==> config.mk <==
export PLATFORM = sky130hd
export DESIGN_NAME = idex_register_flat
export DESIGN_NICKNAME = d
export VERILOG_FILES = /design/src/rtl/idex_register_if.sv /design/src/rtl/idex_register.sv /design/src/flat_wrapper.sv
export SDC_FILE = /design/constraint.sdc
export NUM_CORES = 1
export LEC_CHECK = 0
export BUFFER_PORTS_ARGS = -buffer_cell sky130_fd_sc_hd__clkbuf_2
export CAP_MARGIN = 20
export CORE_AREA = 2 2 141 143
export CTS_CLUSTER_DIAMETER = 40
export DETAILED_ROUTE_END_ITERATION = 8
export DIE_AREA = 0 0 143 145
export GPL_TIMING_DRIVEN = 0
export PLACE_DENSITY_LB_ADDON = 0.1
export SYNTH_ARGS = -nofsm -noshare
export SYNTH_HDL_FRONTEND = slang
export SYNTH_SLANG_ARGS = --single-unit
==> constraint.sdc <==
create_clock -name CLK -period 3.4 [get_ports CLK]
set_input_delay 0.68 -clock CLK [delete_from_list [all_inputs] [get_ports CLK]]
set_output_delay 0.68 -clock CLK [all_outputs]
set_load 0.01 [all_outputs]
==> src/rtl/idex_register_if.sv <==
// ID/EX pipeline register bus: decoded ID fields, write-back port, EX-side outputs.
interface idex_register_if;
   logic        en;
   logic        flush;
   logic [31:0] id_pc4, id_rdat1, id_rdat2, id_imm;
   logic [4:0]  id_shamt, id_rs, id_rt, id_rd;
   logic [3:0]  id_aluop;
   logic        id_alusrc, id_regwrite, id_memread, id_memwrite, id_memtoreg, id_jal, id_halt;
   logic        wb_regwrite;
   logic [4:0]  wb_rd;
   logic [31:0] wb_data;
   logic [31:0] idex_pc4, idex_rdat1, idex_rdat2, idex_imm;
   logic [4:0]  idex_shamt, idex_rs, idex_rt, idex_rd;
   logic [3:0]  idex_aluop;
   logic        idex_alusrc, idex_regwrite, idex_memread, idex_memwrite, idex_memtoreg, idex_jal, idex_halt;
   logic        idex_valid;
   logic        load_use_stall;

   // ID stage side: drives decoded fields, sees the stall
   modport master (
      output en, flush, id_pc4, id_rdat1, id_rdat2, id_imm, id_shamt, id_rs, id_rt, id_rd,
             id_aluop, id_alusrc, id_regwrite, id_memread, id_memwrite, id_memtoreg, id_jal,
             id_halt, wb_regwrite, wb_rd, wb_data,
      input  idex_pc4, idex_rdat1, idex_rdat2, idex_imm, idex_shamt, idex_rs, idex_rt, idex_rd,
             idex_aluop, idex_alusrc, idex_regwrite, idex_memread, idex_memwrite, idex_memtoreg,
             idex_jal, idex_halt, idex_valid, load_use_stall
   );

   // pipeline register side
   modport slave (
      input  en, flush, id_pc4, id_rdat1, id_rdat2, id_imm, id_shamt, id_rs, id_rt, id_rd,
             id_aluop, id_alusrc, id_regwrite, id_memread, id_memwrite, id_memtoreg, id_jal,
             id_halt, wb_regwrite, wb_rd, wb_data,
      output idex_pc4, idex_rdat1, idex_rdat2, idex_imm, idex_shamt, idex_rs, idex_rt, idex_rd,
             idex_aluop, idex_alusrc, idex_regwrite, idex_memread, idex_memwrite, idex_memtoreg,
             idex_jal, idex_halt, idex_valid, load_use_stall
   );
endinterface

==> src/rtl/idex_register.sv <==
// ID/EX pipeline register: capture on advance, bubble on flush/load-use,
// same-cycle write-back bypass into captured operands, sticky halt.
module idex_register (
   input logic            CLK,
   input logic            RST,
   idex_register_if.slave bus
);
   // every field except halt; a bubble is simply all-zero
   typedef struct packed {
      logic [31:0] pc4;
      logic [31:0] rdat1;
      logic [31:0] rdat2;
      logic [31:0] imm;
      logic [4:0]  shamt;
      logic [4:0]  rs;
      logic [4:0]  rt;
      logic [4:0]  rd;
      logic [3:0]  aluop;
      logic        alusrc;
      logic        regwrite;
      logic        memread;
      logic        memwrite;
      logic        memtoreg;
      logic        jal;
   } ex_t;

   ex_t  r_ex;
   ex_t  w_cap;
   logic r_valid;
   logic r_halt;
   logic w_stall;
   logic w_bubble;
   logic w_byp_rs;
   logic w_byp_rt;

   // load in EX whose destination feeds the ID instruction
   assign w_stall  = r_valid & r_ex.memread & (r_ex.rd != 5'd0) &
                     ((r_ex.rd == bus.id_rs) | (r_ex.rd == bus.id_rt));
   assign w_bubble = bus.en & (bus.flush | w_stall);

   // write-back lands this cycle; register 0 never forwards
   assign w_byp_rs = bus.wb_regwrite & (bus.wb_rd != 5'd0) & (bus.wb_rd == bus.id_rs);
   assign w_byp_rt = bus.wb_regwrite & (bus.wb_rd != 5'd0) & (bus.wb_rd == bus.id_rt);

   // assemble the captured bundle with bypassed operands
   always_comb begin
      w_cap.pc4      = bus.id_pc4;
      w_cap.rdat1    = w_byp_rs ? bus.wb_data : bus.id_rdat1;
      w_cap.rdat2    = w_byp_rt ? bus.wb_data : bus.id_rdat2;
      w_cap.imm      = bus.id_imm;
      w_cap.shamt    = bus.id_shamt;
      w_cap.rs       = bus.id_rs;
      w_cap.rt       = bus.id_rt;
      w_cap.rd       = bus.id_rd;
      w_cap.aluop    = bus.id_aluop;
      w_cap.alusrc   = bus.id_alusrc;
      w_cap.regwrite = bus.id_regwrite;
      w_cap.memread  = bus.id_memread;
      w_cap.memwrite = bus.id_memwrite;
      w_cap.memtoreg = bus.id_memtoreg;
      w_cap.jal      = bus.id_jal;
   end

   // reset > bubble > capture > hold; halt only ever sets until reset
   always_ff @(posedge CLK) begin
      if (RST) begin
         r_ex    <= '0;
         r_valid <= 1'b0;
         r_halt  <= 1'b0;
      end else if (w_bubble) begin
         r_ex    <= '0;
         r_valid <= 1'b0;
      end else if (bus.en) begin
         r_ex    <= w_cap;
         r_valid <= 1'b1;
         r_halt  <= r_halt | bus.id_halt;
      end
   end

   assign bus.idex_pc4       = r_ex.pc4;
   assign bus.idex_rdat1     = r_ex.rdat1;
   assign bus.idex_rdat2     = r_ex.rdat2;
   assign bus.idex_imm       = r_ex.imm;
   assign bus.idex_shamt     = r_ex.shamt;
   assign bus.idex_rs        = r_ex.rs;
   assign bus.idex_rt        = r_ex.rt;
   assign bus.idex_rd        = r_ex.rd;
   assign bus.idex_aluop     = r_ex.aluop;
   assign bus.idex_alusrc    = r_ex.alusrc;
   assign bus.idex_regwrite  = r_ex.regwrite;
   assign bus.idex_memread   = r_ex.memread;
   assign bus.idex_memwrite  = r_ex.memwrite;
   assign bus.idex_memtoreg  = r_ex.memtoreg;
   assign bus.idex_jal       = r_ex.jal;
   assign bus.idex_halt      = r_halt;
   assign bus.idex_valid     = r_valid;
   assign bus.load_use_stall = w_stall;
endmodule

==> src/flat_wrapper.sv <==
// flat-port wrapper written by rule: the top's interface ports become plain ports
module idex_register_flat 
  (CLK, RST, bus_en, bus_flush, bus_id_pc4, bus_id_rdat1, bus_id_rdat2, bus_id_imm, bus_id_shamt, bus_id_rs, bus_id_rt, bus_id_rd, bus_id_aluop, bus_id_alusrc, bus_id_regwrite, bus_id_memread, bus_id_memwrite, bus_id_memtoreg, bus_id_jal, bus_id_halt, bus_wb_regwrite, bus_wb_rd, bus_wb_data, bus_idex_pc4, bus_idex_rdat1, bus_idex_rdat2, bus_idex_imm, bus_idex_shamt, bus_idex_rs, bus_idex_rt, bus_idex_rd, bus_idex_aluop, bus_idex_alusrc, bus_idex_regwrite, bus_idex_memread, bus_idex_memwrite, bus_idex_memtoreg, bus_idex_jal, bus_idex_halt, bus_idex_valid, bus_load_use_stall);
  idex_register_if bus_i ();
  input logic CLK;
  input logic RST;
  input wire logic [$bits(bus_i.en)-1:0] bus_en;
  input wire logic [$bits(bus_i.flush)-1:0] bus_flush;
  input wire logic [$bits(bus_i.id_pc4)-1:0] bus_id_pc4;
  input wire logic [$bits(bus_i.id_rdat1)-1:0] bus_id_rdat1;
  input wire logic [$bits(bus_i.id_rdat2)-1:0] bus_id_rdat2;
  input wire logic [$bits(bus_i.id_imm)-1:0] bus_id_imm;
  input wire logic [$bits(bus_i.id_shamt)-1:0] bus_id_shamt;
  input wire logic [$bits(bus_i.id_rs)-1:0] bus_id_rs;
  input wire logic [$bits(bus_i.id_rt)-1:0] bus_id_rt;
  input wire logic [$bits(bus_i.id_rd)-1:0] bus_id_rd;
  input wire logic [$bits(bus_i.id_aluop)-1:0] bus_id_aluop;
  input wire logic [$bits(bus_i.id_alusrc)-1:0] bus_id_alusrc;
  input wire logic [$bits(bus_i.id_regwrite)-1:0] bus_id_regwrite;
  input wire logic [$bits(bus_i.id_memread)-1:0] bus_id_memread;
  input wire logic [$bits(bus_i.id_memwrite)-1:0] bus_id_memwrite;
  input wire logic [$bits(bus_i.id_memtoreg)-1:0] bus_id_memtoreg;
  input wire logic [$bits(bus_i.id_jal)-1:0] bus_id_jal;
  input wire logic [$bits(bus_i.id_halt)-1:0] bus_id_halt;
  input wire logic [$bits(bus_i.wb_regwrite)-1:0] bus_wb_regwrite;
  input wire logic [$bits(bus_i.wb_rd)-1:0] bus_wb_rd;
  input wire logic [$bits(bus_i.wb_data)-1:0] bus_wb_data;
  output wire logic [$bits(bus_i.idex_pc4)-1:0] bus_idex_pc4;
  output wire logic [$bits(bus_i.idex_rdat1)-1:0] bus_idex_rdat1;
  output wire logic [$bits(bus_i.idex_rdat2)-1:0] bus_idex_rdat2;
  output wire logic [$bits(bus_i.idex_imm)-1:0] bus_idex_imm;
  output wire logic [$bits(bus_i.idex_shamt)-1:0] bus_idex_shamt;
  output wire logic [$bits(bus_i.idex_rs)-1:0] bus_idex_rs;
  output wire logic [$bits(bus_i.idex_rt)-1:0] bus_idex_rt;
  output wire logic [$bits(bus_i.idex_rd)-1:0] bus_idex_rd;
  output wire logic [$bits(bus_i.idex_aluop)-1:0] bus_idex_aluop;
  output wire logic [$bits(bus_i.idex_alusrc)-1:0] bus_idex_alusrc;
  output wire logic [$bits(bus_i.idex_regwrite)-1:0] bus_idex_regwrite;
  output wire logic [$bits(bus_i.idex_memread)-1:0] bus_idex_memread;
  output wire logic [$bits(bus_i.idex_memwrite)-1:0] bus_idex_memwrite;
  output wire logic [$bits(bus_i.idex_memtoreg)-1:0] bus_idex_memtoreg;
  output wire logic [$bits(bus_i.idex_jal)-1:0] bus_idex_jal;
  output wire logic [$bits(bus_i.idex_halt)-1:0] bus_idex_halt;
  output wire logic [$bits(bus_i.idex_valid)-1:0] bus_idex_valid;
  output wire logic [$bits(bus_i.load_use_stall)-1:0] bus_load_use_stall;
  assign bus_i.en = bus_en;
  assign bus_i.flush = bus_flush;
  assign bus_i.id_pc4 = bus_id_pc4;
  assign bus_i.id_rdat1 = bus_id_rdat1;
  assign bus_i.id_rdat2 = bus_id_rdat2;
  assign bus_i.id_imm = bus_id_imm;
  assign bus_i.id_shamt = bus_id_shamt;
  assign bus_i.id_rs = bus_id_rs;
  assign bus_i.id_rt = bus_id_rt;
  assign bus_i.id_rd = bus_id_rd;
  assign bus_i.id_aluop = bus_id_aluop;
  assign bus_i.id_alusrc = bus_id_alusrc;
  assign bus_i.id_regwrite = bus_id_regwrite;
  assign bus_i.id_memread = bus_id_memread;
  assign bus_i.id_memwrite = bus_id_memwrite;
  assign bus_i.id_memtoreg = bus_id_memtoreg;
  assign bus_i.id_jal = bus_id_jal;
  assign bus_i.id_halt = bus_id_halt;
  assign bus_i.wb_regwrite = bus_wb_regwrite;
  assign bus_i.wb_rd = bus_wb_rd;
  assign bus_i.wb_data = bus_wb_data;
  assign bus_idex_pc4 = bus_i.idex_pc4;
  assign bus_idex_rdat1 = bus_i.idex_rdat1;
  assign bus_idex_rdat2 = bus_i.idex_rdat2;
  assign bus_idex_imm = bus_i.idex_imm;
  assign bus_idex_shamt = bus_i.idex_shamt;
  assign bus_idex_rs = bus_i.idex_rs;
  assign bus_idex_rt = bus_i.idex_rt;
  assign bus_idex_rd = bus_i.idex_rd;
  assign bus_idex_aluop = bus_i.idex_aluop;
  assign bus_idex_alusrc = bus_i.idex_alusrc;
  assign bus_idex_regwrite = bus_i.idex_regwrite;
  assign bus_idex_memread = bus_i.idex_memread;
  assign bus_idex_memwrite = bus_i.idex_memwrite;
  assign bus_idex_memtoreg = bus_i.idex_memtoreg;
  assign bus_idex_jal = bus_i.idex_jal;
  assign bus_idex_halt = bus_i.idex_halt;
  assign bus_idex_valid = bus_i.idex_valid;
  assign bus_load_use_stall = bus_i.load_use_stall;
  idex_register u_core (.CLK(CLK), .RST(RST), .bus(bus_i));
endmodule
After elaboration in Yosys (flattened, before gate mapping)

Cells that the tools add are included.

Flip-flop bits (word level): 160
Input port bits: 201
Output and inout port bits: 161
Word-level logic and storage cells: 38

Equality and inequality tests: 4
Mux-type cells: 2
Bitwise operators: 11
Reduce and logical (&&, ||, !) cells: 4

Operators by type and width:

| kind                | count |
|---|---|
| 2-to-1 mux 32 bit   | 2 |
| == test 5 bit       | 4 |
| nonzero test 5 bit  | 2 |
| bitwise AND 1 bit   | 7 |
| OR 1 bit            | 3 |
| AND reduction 2 bit | 1 |
| OR reduction 2 bit  | 1 |
| NOT 1 bit           | 1 |

Logic depth before layout (Yosys ltp)

Gate-level depths: netlist (run 1).

Word-level depth: 7
Depth in mapped cells: 7

Least setup slack after synthesis (run 1)

OpenSTA, ideal clock, no wires.

Path kind: input to output
Start: input port bus_id_rs[4]
End: output port bus_load_use_stall
Data arrival time: 1.706 ns
Setup slack: 1.014 ns
Cell stages on the path: 5
Buffers on the path: 1
Cells stage by stage: xnor2_1 -> nand3_1 -> o22ai_1 -> clkbuf_1 -> and2_1

Longest elaborated chain between the ends: 3

RTL lines:

| element            | line                | source |
|---|---|---|
| start: declaration | flat_wrapper.sv:14  | `input wire logic [$bits(bus_i.id_rs)-1:0] bus_id_rs;` |
| == test 5 bit      | idex_register.sv:38 | `((r_ex.rd == bus.id_rs) \| (r_ex.rd == bus.id_rt));` |
| OR 1 bit           | idex_register.sv:38 |  |
| bitwise AND 1 bit  | idex_register.sv:37 | `assign w_stall = r_valid & r_ex.memread & (r_ex.rd != 5'd0) &` |
| end: declaration   | flat_wrapper.sv:45  | `output wire logic [$bits(bus_i.load_use_stall)-1:0] bus_load_use_stall;` |

Every way passes these cells.

Final worst setup path (run 1)

Start: register u_core.r_ex, in the netlist u_core.bus.idex_rd[2]
End: output port bus_load_use_stall

Longest elaborated chain between the ends: 3
Elaborated cells between the ends (all ways): 6
Classes of those cells: 2 x eq/ne; 3 x bitwise; 1 x reduce/logical

RTL lines:

| element                                             | line                                     | source |
|---|---|---|
| start: declaration                                  | idex_register.sv:27                      | `ex_t r_ex;` |
| start signal: assignment                            | idex_register.sv:74                      | `r_ex <= w_cap;` |
| == test 5 bit or nonzero test 5 bit (tied branches) | idex_register.sv:38, idex_register.sv:37 |  |
| OR 1 bit or bitwise AND 1 bit (tied branches)       | idex_register.sv:38, idex_register.sv:37 |  |
| bitwise AND 1 bit (*)                               | idex_register.sv:37                      |  |

Every way passes the cells marked *; elsewhere a longest branch is shown, timed or not.

==> flow_summary.html, run 1 <==
<table>
<tr><th>Metric</th><th>Value</th></tr>
<tr><th colspan="2">Synthesis</th></tr>
<tr><td>Fraction of post-synthesis cell area in the top cell type by area</td><td>42.0%</td></tr>
<tr><td>Fraction of the mapped netlist area in compound gates</td><td>a little under a quarter</td></tr>
<tr><td>Synth Cell Area</td><td>~7600 µm²</td></tr>
<tr><td>Mux share of post-synthesis cell area</td><td>between 8 and 9%</td></tr>
<tr><td>Synth area leader</td><td>sky130_fd_sc_hd__dfxtp_1</td></tr>
<tr><td>Dominant combinational cell family by area after synthesis</td><td>compound AO/OA/AOI/OAI gates</td></tr>
<tr><td>Avg Inst Size Synth</td><td>between 8 and 9 µm²</td></tr>
<tr><td>Syn Inst Count</td><td>between 800 and 900</td></tr>
<tr><td>Post-synthesis async set-or-reset flop share</td><td>0%</td></tr>
<tr><td>Dominant cells by area after synthesis</td><td>sky130_fd_sc_hd__dfxtp_1, sky130_fd_sc_hd__nand2b_1, sky130_fd_sc_hd__a21o_1, sky130_fd_sc_hd__mux2i_1, sky130_fd_sc_hd__o32ai_1</td></tr>
<tr><td>Most used flip-flop cell after synthesis</td><td>sky130_fd_sc_hd__dfxtp_1</td></tr>
<tr><td>Synthesis warning total</td><td>0</td></tr>
<tr><td>Number of synthesized register bits</td><td>160</td></tr>
<tr><td>Net count of the mapped netlist</td><td>about 1100</td></tr>
<tr><td>Part of the Yosys area used for sequential elements</td><td>between 40% and 50%</td></tr>
<tr><td>Adder-cell share of the synthesized area</td><td>0%</td></tr>
<tr><td>Count of cell types in the netlist</td><td>25</td></tr>
<tr><td>Fraction of the mapped netlist area in simple logic gates</td><td>18.7%</td></tr>
<tr><td>Post-synthesis share of cell area spent on xor and xnor gates</td><td>2.30%</td></tr>
<tr><td>EDFF count, synth</td><td>0</td></tr>
<tr><th colspan="2">Clocking</th></tr>
<tr><td>Maximum clock path buffer count</td><td>2</td></tr>
<tr><td>TritonCTS clock tree</td><td>yes</td></tr>
<tr><td>Clock-pin transition on the worst setup and hold timing paths</td><td>approximately 0.070 ns</td></tr>
<tr><td>Worst-Skew Late Latency</td><td>between 0.4 and 0.5 ns</td></tr>
<tr><td>Clock sinks</td><td>160</td></tr>
<tr><td>Number of buffers inserted during clock tree synthesis</td><td>17</td></tr>
<tr><td>Postcts setup bufs</td><td>0</td></tr>
<tr><td>Clock Tree Root</td><td>sky130_fd_sc_hd__clkbuf_16</td></tr>
<tr><td>Post_cts resized</td><td>0</td></tr>
<tr><td>Number of hold-repair buffers added at the cts stage</td><td>0</td></tr>
<tr><td>Number of H-tree branching levels</td><td>4</td></tr>
<tr><th colspan="2">Routing</th></tr>
<tr><td>Total wire length after detailed routing</td><td>roughly 25000 µm</td></tr>
<tr><td>Number of DRC violations after detailed-routing iteration 0</td><td>between 300 and 400</td></tr>
<tr><td>Mean number of vias per cell</td><td>~4.9</td></tr>
<tr><td>Routed length per instance</td><td>between 15 and 20 µm</td></tr>
<tr><td>TritonRoute pass-1 iters</td><td>4</td></tr>
<tr><td>Remaining routing DRC violations</td><td>0</td></tr>
<tr><td>Overall via count from detail_route</td><td>7457</td></tr>
<tr><td>Number of antenna-violating nets in the routed design</td><td>0</td></tr>
<tr><th colspan="2">Power and ir drop</th></tr>
<tr><td>Maximum ir drop on the vdd rail</td><td>roughly 0.00035 V</td></tr>
<tr><td>Static Leakage</td><td>4.56 nW</td></tr>
<tr><td>Total power</td><td>~0.0045 W</td></tr>
<tr><td>Total power density per cell area</td><td>about 440 nW/µm²</td></tr>
<tr><th colspan="2">STA</th></tr>
<tr><td>Number of hold violations in the final report</td><td>0</td></tr>
<tr><td>Worst Clk Skew</td><td>between 0.007 and 0.008 ns</td></tr>
<tr><td>Post-route worst hold slack</td><td>between 0.4 and 0.5 ns</td></tr>
<tr><td>Setup violators final</td><td>0</td></tr>
<tr><td>Highest clock rate</td><td>0.310 GHz</td></tr>
<tr><td>Final number of max-transition violations</td><td>0</td></tr>
<tr><td>Final worst-path cycle share</td><td>94.8%</td></tr>
<tr><td>Tightest Pin Transition</td><td>around 0.85 ns</td></tr>
<tr><td>Final Critical Period</td><td>between 3 and 4 ns</td></tr>
<tr><td>Relative slew slack</td><td>between 40% and 50%</td></tr>
<tr><td>Setup total negative slack</td><td>0 ns</td></tr>
<tr><td>RSZ-0062 raised after global routing</td><td>false</td></tr>
<tr><th colspan="2">Die</th></tr>
<tr><td>Die Outline Area</td><td>20700 µm²</td></tr>
<tr><td>DIE HEIGHT</td><td>about 150 µm</td></tr>
<tr><td>Row Count</td><td>51</td></tr>
<tr><td>Die width</td><td>roughly 140 µm</td></tr>
<tr><td>Total core area</td><td>19200 µm²</td></tr>
<tr><td># IOs</td><td>about 360</td></tr>
<tr><td>Initial Util</td><td>about two fifths</td></tr>
<tr><th colspan="2">Setup path</th></tr>
<tr><td>Register-to-register path setup slack</td><td>around 0.86 ns</td></tr>
<tr><td>Crit path from</td><td>u_core.bus.idex_rd[2]</td></tr>
<tr><td>CP max-delay cell</td><td>sky130_fd_sc_hd__o22ai_1</td></tr>
<tr><td>Cell-by-cell listing of the critical path</td><td>xnor2_1 &gt; nand3_1 &gt; o22ai_1 &gt; clkbuf_1 &gt; and2_1 &gt; clkbuf_2</td></tr>
<tr><td>Startpoint of the worst-slack reg-to-reg timing path</td><td>u_core.bus.idex_rd[2]</td></tr>
<tr><td>Largest fanout on the critical path</td><td>10</td></tr>
<tr><td>Critical Path Sink Type</td><td>output port</td></tr>
<tr><td>Kind of critical path</td><td>reg -&gt; out</td></tr>
<tr><td>Worst reg-to-reg path cell count</td><td>7</td></tr>
<tr><td>Critical R2R Capture</td><td>u_core.bus.idex_imm[13]</td></tr>
<tr><td>Worst EP arrival</td><td>around 2.5 ns</td></tr>
<tr><td>Critical path launch point type</td><td>flop</td></tr>
<tr><td>Required time of the critical path</td><td>~2.7 ns</td></tr>
<tr><td>Delay of the slowest cell on the worst path</td><td>around 0.6 ns</td></tr>
<tr><th colspan="2">Global route</th></tr>
<tr><td>Global routing usage on met3</td><td>5.61%</td></tr>
<tr><td>Total Routing Usage GR</td><td>23.8%</td></tr>
<tr><td>Met2 track demand over resource in global routing</td><td>approximately two fifths</td></tr>
<tr><td>Met1 capacity usage during global routing</td><td>between 20% and 30%</td></tr>
<tr><td>Maximum number of pins on one net before global-route repair</td><td>17</td></tr>
<tr><td>Overflow left after global routing</td><td>0</td></tr>
<tr><td>Wire length of the first global-routing pass</td><td>between 30000 and 40000 µm</td></tr>
<tr><td>Number of antenna violations at the first check in global routing</td><td>0</td></tr>
<tr><td>Most utilized layer in the global route result</td><td>met2</td></tr>
<tr><td>Via count of the first global-routing pass</td><td>7329</td></tr>
<tr><th colspan="2">Layout</th></tr>
<tr><td>Number of antenna cells inserted</td><td>0</td></tr>
<tr><td>Commonest cells after routing, fill and taps aside</td><td>sky130_fd_sc_hd__clkbuf_2, sky130_fd_sc_hd__dfxtp_1, sky130_fd_sc_hd__nand2b_1</td></tr>
<tr><td>Share of layout cells above drive strength 1</td><td>32.5%</td></tr>
<tr><td>Final net count</td><td>1437</td></tr>
<tr><td>Final core occ</td><td>a little over half</td></tr>
<tr><td>Layout-stage area growth over the synthesis result</td><td>35.2%</td></tr>
<tr><td>Leading cell type in the layout, fill and taps excluded</td><td>sky130_fd_sc_hd__clkbuf_2</td></tr>
<tr><th colspan="2">Worst hold path</th></tr>
<tr><td>Hold Path Class</td><td>reg -&gt; reg</td></tr>
<tr><td>Worst min-delay path startpoint</td><td>u_core.bus.idex_pc4[8]</td></tr>
<tr><td>Number of stages on the worst hold path</td><td>2</td></tr>
<tr><td>End of the worst hold path</td><td>u_core.bus.idex_pc4[8]</td></tr>
<tr><th colspan="2">Placement</th></tr>
<tr><td>Weighted congestion at the end of routability-driven global placement</td><td>~0.9</td></tr>
<tr><td>Input/output buffers</td><td>between 300 and 400</td></tr>
<tr><td>Half-perimeter wire length after placement</td><td>between 15000 and 20000 µm</td></tr>
<tr><th colspan="2">Job</th></tr>
<tr><td>Maximum capacitance violations</td><td>0</td></tr>
<tr><th colspan="2">Status</th></tr>
<tr><td>Result of the run</td><td>completed</td></tr>
</table>
==> worst max-delay path: cells and delay by family, from the launching register on <==
kind	cells	cell delay, ns
simple gates	2	0.31
buf+inv	2	0.59
flops	1	0.47
xor+xnor	1	0.15
compound gates	1	0.60
==> cell type report <==
type / count / area, µm²
Buffer: 86 / 379
Clock buffer: 18 / 429
Clock inverter: 13 / 115
Fill cell: 1890 / 8910
Inverter: 2 / 7.51
Multi-Input combinational cell: 608 / 4030
Sequential cell: 160 / 3200
Tap cell: 265 / 332
Timing Repair Buffer: 361 / 1810
==> sequential cells by signal, indices dropped and copies added (netlist names) <==
register	count
u_core.bus.idex_aluop	4
u_core.bus.idex_alusrc	1
u_core.bus.idex_halt	1
u_core.bus.idex_imm	32
u_core.bus.idex_jal	1
u_core.bus.idex_memread	1
u_core.bus.idex_memtoreg	1
u_core.bus.idex_memwrite	1
u_core.bus.idex_pc4	32
u_core.bus.idex_rd	5
u_core.bus.idex_rdat1	32
u_core.bus.idex_rdat2	32
u_core.bus.idex_regwrite	1
u_core.bus.idex_rs	5
u_core.bus.idex_rt	5
u_core.bus.idex_shamt	5
u_core.bus.idex_valid	1
==> layer usage <==
metal  up-vias  wire length (µm)
met5         -                 0
met1      3380             10500
met3        55              1820
li1       3752                 -
met2       270             12200
met4         0               814
==> synthesized netlist by cell type (2+ instances only) <==
library cell,instances
sky130_fd_sc_hd__nand2_1,96
sky130_fd_sc_hd__o32ai_1,65
sky130_fd_sc_hd__inv_1,2
sky130_fd_sc_hd__clkbuf_1,69
sky130_fd_sc_hd__xnor2_1,16
sky130_fd_sc_hd__nor4_2,2
sky130_fd_sc_hd__mux2i_1,64
sky130_fd_sc_hd__buf_6,6
sky130_fd_sc_hd__a21oi_1,94
sky130_fd_sc_hd__a21o_1,96
sky130_fd_sc_hd__buf_1,4
sky130_fd_sc_hd__dfxtp_1,160
sky130_fd_sc_hd__nand2b_1,159
sky130_fd_sc_hd__nand3_1,4
sky130_fd_sc_hd__buf_2,6
sky130_fd_sc_hd__xor2_1,4
==> cells by family after synthesis <==
| group | Yosys count |
|---|---|
| compound gates | 259 |
| xor+xnor | 20 |
| buf+inv | 88 |
| flops | 160 |
| mux | 64 |
| simple gates | 265 |
==> metrics by stage <==
step	area (µm²)	setup WS, ns	instances
after floorplan	7620	1.01	856
after global placement	9760	0.232	1482
after detailed placement	9760	0.234	1482
after CTS	10300	0.151	1513
after global routing	10300	0.0398	1513
final	10300	0.176	1513
==> where the power goes <==
part,internal (W),total (W),switching (W)
registers,0.00196,0.00201,0.0000499
clock network,0.00100,0.00183,0.000822
logic,0.000311,0.000678,0.000367
==> how the worst max path moves through the flow <==
stage | to
final | bus_load_use_stall
after floorplan | bus_load_use_stall
after global placement | bus_load_use_stall
after global routing | bus_load_use_stall
after detailed placement | bus_load_use_stall
after CTS | bus_load_use_stall
No activity file was read; power rests on OpenSTA's default activity.
==> run 2: changes to the inputs <==
--- a/config.mk
+++ b/config.mk
@@ -5,13 +5,14 @@
 export SDC_FILE = /design/constraint.sdc
 export NUM_CORES = 1
 export LEC_CHECK = 0
-export BUFFER_PORTS_ARGS = -buffer_cell sky130_fd_sc_hd__clkbuf_2
+export BUFFER_PORTS_ARGS = -buffer_cell sky130_fd_sc_hd__buf_2
 export CAP_MARGIN = 20
-export CORE_AREA = 2 2 141 143
+export CORE_AREA = 4 4 139 141
 export CTS_CLUSTER_DIAMETER = 40
 export DETAILED_ROUTE_END_ITERATION = 8
 export DIE_AREA = 0 0 143 145
 export GPL_TIMING_DRIVEN = 0
+export HOLD_SLACK_MARGIN = 0.02
 export PLACE_DENSITY_LB_ADDON = 0.1
 export SYNTH_ARGS = -nofsm -noshare
 export SYNTH_HDL_FRONTEND = slang
==> run 2 against run 1 <==
Effect of this change:
- critical path depth unchanged
- setup slack gained 0.059 ns
- via count increased by 1.5%
- utilization up 3.7 points
- cell count fell by 2.4%
- sequential share of layout area barely moved
- clock power rose by 4%
- flip-flop and latch count is the same
- critical endpoint unchanged
==> flow_summary.html, run 2 (synthesis results as in run 1) <==
<table>
<tr><th>Metric</th><th>Value</th></tr>
<tr><th colspan="2">Status</th></tr>
<tr><td>Result of the run</td><td>completed</td></tr>
<tr><th colspan="2">Placement</th></tr>
<tr><td>Weighted congestion at the end of routability-driven global placement</td><td>0.872 (-0.93%)</td></tr>
<tr><td>Input/output buffers</td><td>361 (unchanged)</td></tr>
<tr><td>Half-perimeter wire length after placement</td><td>20100 µm (+3.2%)</td></tr>
<tr><td>Post-placement worst setup slack</td><td>0.245 ns (+0.0111 ns)</td></tr>
<tr><th colspan="2">Setup path</th></tr>
<tr><td>Critical Path Sink Type</td><td>output port</td></tr>
<tr><td>Buffer and inverter count on the worst path</td><td>2 (unchanged)</td></tr>
<tr><td>Delay of the slowest cell on the worst path</td><td>0.58 ns (-0.02 ns)</td></tr>
<tr><td>Critical path launch point type</td><td>flop</td></tr>
<tr><td>Largest fanout on the critical path</td><td>10 (unchanged)</td></tr>
<tr><td>Kind of critical path</td><td>reg -&gt; out</td></tr>
<tr><td>Required time of the critical path</td><td>2.72 ns (about the same)</td></tr>
<tr><td>Worst EP arrival</td><td>2.49 ns (-0.05 ns)</td></tr>
<tr><td>CP max-delay cell</td><td>sky130_fd_sc_hd__o22ai_1</td></tr>
<tr><td>Cell-by-cell listing of the critical path</td><td>xnor2_1 &gt; nand3_1 &gt; o22ai_1 &gt; clkbuf_1 &gt; and2_1 &gt; buf_2</td></tr>
<tr><td>Cell family with most CP delay</td><td>buffers and inverters</td></tr>
<tr><th colspan="2">STA</th></tr>
<tr><td>RSZ-0062 raised after global routing</td><td>false</td></tr>
<tr><td>Highest clock rate</td><td>0.316 GHz (+1.9%)</td></tr>
<tr><td>Relative slew slack</td><td>36.2% (-6.9 points)</td></tr>
<tr><td>Final Critical Period</td><td>3.17 ns (-0.0586 ns)</td></tr>
<tr><td>Tightest Pin Transition</td><td>0.949 ns (+0.103 ns)</td></tr>
<tr><td>Worst Clk Skew</td><td>0.00617 ns (-0.00137 ns)</td></tr>
<tr><td>Number of hold violations in the final report</td><td>0 (unchanged)</td></tr>
<tr><td>Final worst-path cycle share</td><td>93.1% (-1.7 points)</td></tr>
<tr><td>Setup violators final</td><td>0 (unchanged)</td></tr>
<tr><td>Final number of max-transition violations</td><td>0 (unchanged)</td></tr>
<tr><td>Setup total negative slack</td><td>0 ns (unchanged)</td></tr>
<tr><td>Min setup slack post-route</td><td>0.234 ns (+0.0586 ns)</td></tr>
<tr><th colspan="2">Power and ir drop</th></tr>
<tr><td>Switching power total</td><td>0.00120 W (-3.4%)</td></tr>
<tr><td>Static Leakage</td><td>4.65 nW (+1.8%)</td></tr>
<tr><td>Maximum ir drop on the vdd rail</td><td>0.000344 V (-0.46%)</td></tr>
<tr><td>Combinational share of power</td><td>14.9% (about the same)</td></tr>
<tr><td>Total power density per cell area</td><td>447 nW/µm² (+1.9%)</td></tr>
<tr><td>Total power</td><td>0.00460 W (+1.8%)</td></tr>
<tr><td>Switching power as a share of total power</td><td>26.0% (-1.4 points)</td></tr>
<tr><td>Cell internal pwr</td><td>0.00340 W (+3.8%)</td></tr>
<tr><td>Part of the power in the clock network</td><td>41.5% (+1.0 points)</td></tr>
<tr><td>Share of total power in sequential cells</td><td>43.7% (-0.8 points)</td></tr>
<tr><th colspan="2">Global route</th></tr>
<tr><td>Global routing usage on met3</td><td>7.67% (+2.1 points)</td></tr>
<tr><td>Via count of the first global-routing pass</td><td>7486 (+2.1%)</td></tr>
<tr><td>Met2 track demand over resource in global routing</td><td>40.6% (-0.092 points)</td></tr>
<tr><td>Number of antenna violations at the first check in global routing</td><td>2 (+2)</td></tr>
<tr><td>Met1 capacity usage during global routing</td><td>28.3% (+0.079 points)</td></tr>
<tr><td>Total Routing Usage GR</td><td>24.1% (+0.30 points)</td></tr>
<tr><td>Maximum number of pins on one net before global-route repair</td><td>17 (unchanged)</td></tr>
<tr><td>Wire length of the first global-routing pass</td><td>40100 µm (+3.0%)</td></tr>
<tr><td>Most utilized layer in the global route result</td><td>met2</td></tr>
<tr><td>Overflow left after global routing</td><td>0 (unchanged)</td></tr>
<tr><th colspan="2">Clocking</th></tr>
<tr><td>Post_cts resized</td><td>0 (unchanged)</td></tr>
<tr><td>Number of H-tree branching levels</td><td>4 (unchanged)</td></tr>
<tr><td>Worst-Skew Late Latency</td><td>0.42 ns (about the same)</td></tr>
<tr><td>TritonCTS clock tree</td><td>yes</td></tr>
<tr><td>Maximum clock path buffer count</td><td>2 (unchanged)</td></tr>
<tr><td>Clock-pin transition on the worst setup and hold timing paths</td><td>0.06 ns (about the same)</td></tr>
<tr><td>Clock Tree Root</td><td>sky130_fd_sc_hd__clkbuf_16</td></tr>
<tr><td>Postcts setup bufs</td><td>0 (unchanged)</td></tr>
<tr><td>Number of buffers inserted during clock tree synthesis</td><td>17 (unchanged)</td></tr>
<tr><td>Clock sinks</td><td>160 (unchanged)</td></tr>
<tr><td>Number of hold-repair buffers added at the cts stage</td><td>0 (unchanged)</td></tr>
<tr><th colspan="2">Layout</th></tr>
<tr><td>Final core occ</td><td>57.3% (+3.7 points)</td></tr>
<tr><td>Leading cell type in the layout, fill and taps excluded</td><td>sky130_fd_sc_hd__buf_2</td></tr>
<tr><td>Final net count</td><td>1437 (unchanged)</td></tr>
<tr><td>Number of fillers in the final layout</td><td>1712 (-9.4%)</td></tr>
<tr><td>Commonest cells after routing, fill and taps aside</td><td>sky130_fd_sc_hd__buf_2, sky130_fd_sc_hd__dfxtp_1, sky130_fd_sc_hd__nand2b_1</td></tr>
<tr><td>Share of layout cells above drive strength 1</td><td>32.5% (about the same)</td></tr>
<tr><td>Multi-input gate area in the final layout</td><td>4030 µm² (unchanged)</td></tr>
<tr><td>Area of all sequential standard cells</td><td>3200 µm² (unchanged)</td></tr>
<tr><td>Layout-stage area growth over the synthesis result</td><td>35.1% (about the same)</td></tr>
<tr><th colspan="2">Die</th></tr>
<tr><td># IOs</td><td>362 (unchanged)</td></tr>
<tr><td>Die width</td><td>143 µm (unchanged)</td></tr>
<tr><td>Total core area</td><td>18000 µm² (-6.5%)</td></tr>
<tr><td>DIE HEIGHT</td><td>145 µm (unchanged)</td></tr>
<tr><td>Row Count</td><td>49 (-3.9%)</td></tr>
<tr><td>Die Outline Area</td><td>20700 µm² (unchanged)</td></tr>
<tr><td>Initial Util</td><td>42.4% (+2.7 points)</td></tr>
<tr><th colspan="2">Routing</th></tr>
<tr><td>Total wire length after detailed routing</td><td>26200 µm (+3.3%)</td></tr>
<tr><td>Mean number of vias per cell</td><td>5.13 (+4.1%)</td></tr>
<tr><td>Remaining routing DRC violations</td><td>0 (unchanged)</td></tr>
<tr><td>TritonRoute pass-1 iters</td><td>5 (+1)</td></tr>
<tr><td>Routed length per instance</td><td>17.7 µm (+5.9%)</td></tr>
<tr><td>Number of antenna-violating nets in the routed design</td><td>0 (unchanged)</td></tr>
<tr><td>Overall via count from detail_route</td><td>7571 (+1.5%)</td></tr>
<tr><td>Number of DRC violations after detailed-routing iteration 0</td><td>319 (-6.7%)</td></tr>
<tr><th colspan="2">Job</th></tr>
<tr><td>Maximum capacitance violations</td><td>0 (unchanged)</td></tr>
<tr><th colspan="2">Worst hold path</th></tr>
<tr><td>Hold Path Class</td><td>reg -&gt; reg</td></tr>
</table>
run 2: cell count changes in the layout (fill, tap and decap cells not counted), moves of 2 or more:
| cell | previous run | this run |
|---|---|---|
| sky130_fd_sc_hd__clkbuf_2 | 361 | 0 |
| sky130_fd_sc_hd__buf_2 | 6 | 367 |
| sky130_fd_sc_hd__clkinv_2 | 4 | 1 |
| sky130_fd_sc_hd__clkbuf_8 | 0 | 3 |
| sky130_fd_sc_hd__inv_6 | 2 | 0 |
run 2: per-stage QoR:
stage / cell area [µm²] / hold WS (ns) / std cells
finish: 10300 / 0.463 / 1476
floorplan: 7620 / 0.478 / 856
detailed placement: 9710 / 0.456 / 1446
global route: 10300 / 0.484 / 1475
global placement: 9710 / 0.440 / 1446
CTS: 10300 / 0.466 / 1475
run 2: final timing paths:
kind / startpoint / to / slack, ns / depth (start not counted)
worst max-delay path: u_core.bus.idex_rd[4] / bus_load_use_stall / 0.23 / 6
worst max register to register: u_core.bus.idex_rd[4] / u_core.bus.idex_imm[14] / 0.90 / 7
worst min-delay path: u_core.bus.idex_rt[0] / u_core.bus.idex_rt[0] / 0.46 / 2
worst min register to register: u_core.bus.idex_rt[0] / u_core.bus.idex_rt[0] / 0.46 / 2
run 2: tightest hold or removal path, cell delays in order, from the launching register on:
cell and delay [ns]:
sky130_fd_sc_hd__dfxtp_1 0.30, sky130_fd_sc_hd__nand2b_1 0.06, sky130_fd_sc_hd__a21oi_1 0.05
run 2: per-layer routing:
metal  up-vias  wire length (µm)  share of wire (%)
li1       3749                 -                  -
met1      3475             10600                 40
met2       289             12500                 48
met3        54              2320                8.8
met4         4               755                2.9
met5         -                33               0.13
run 2: power groups by stage:
stage	registers (W)	logic, W	clock network, W
2_1_floorplan	0.00208	0.000325	0
3_3_place_gp	0.00204	0.000685	0
5_1_grt	0.00202	0.000752	0.00200
4_1_cts	0.00201	0.000690	0.00193
6_report	0.00201	0.000685	0.00191
3_5_place_dp	0.00205	0.000687	0
run 2: cell type report:
type / instances / area share (%)
Tap cell: 229 / 2.78
Timing Repair Buffer: 361 / 17.6
Clock inverter: 9 / 1.08
Inverter: 2 / 0.0729
Antenna cell: 1 / 0.0243
Clock buffer: 20 / 4.53
Sequential cell: 160 / 31.1
Buffer: 86 / 3.68
Multi-Input combinational cell: 608 / 39.1
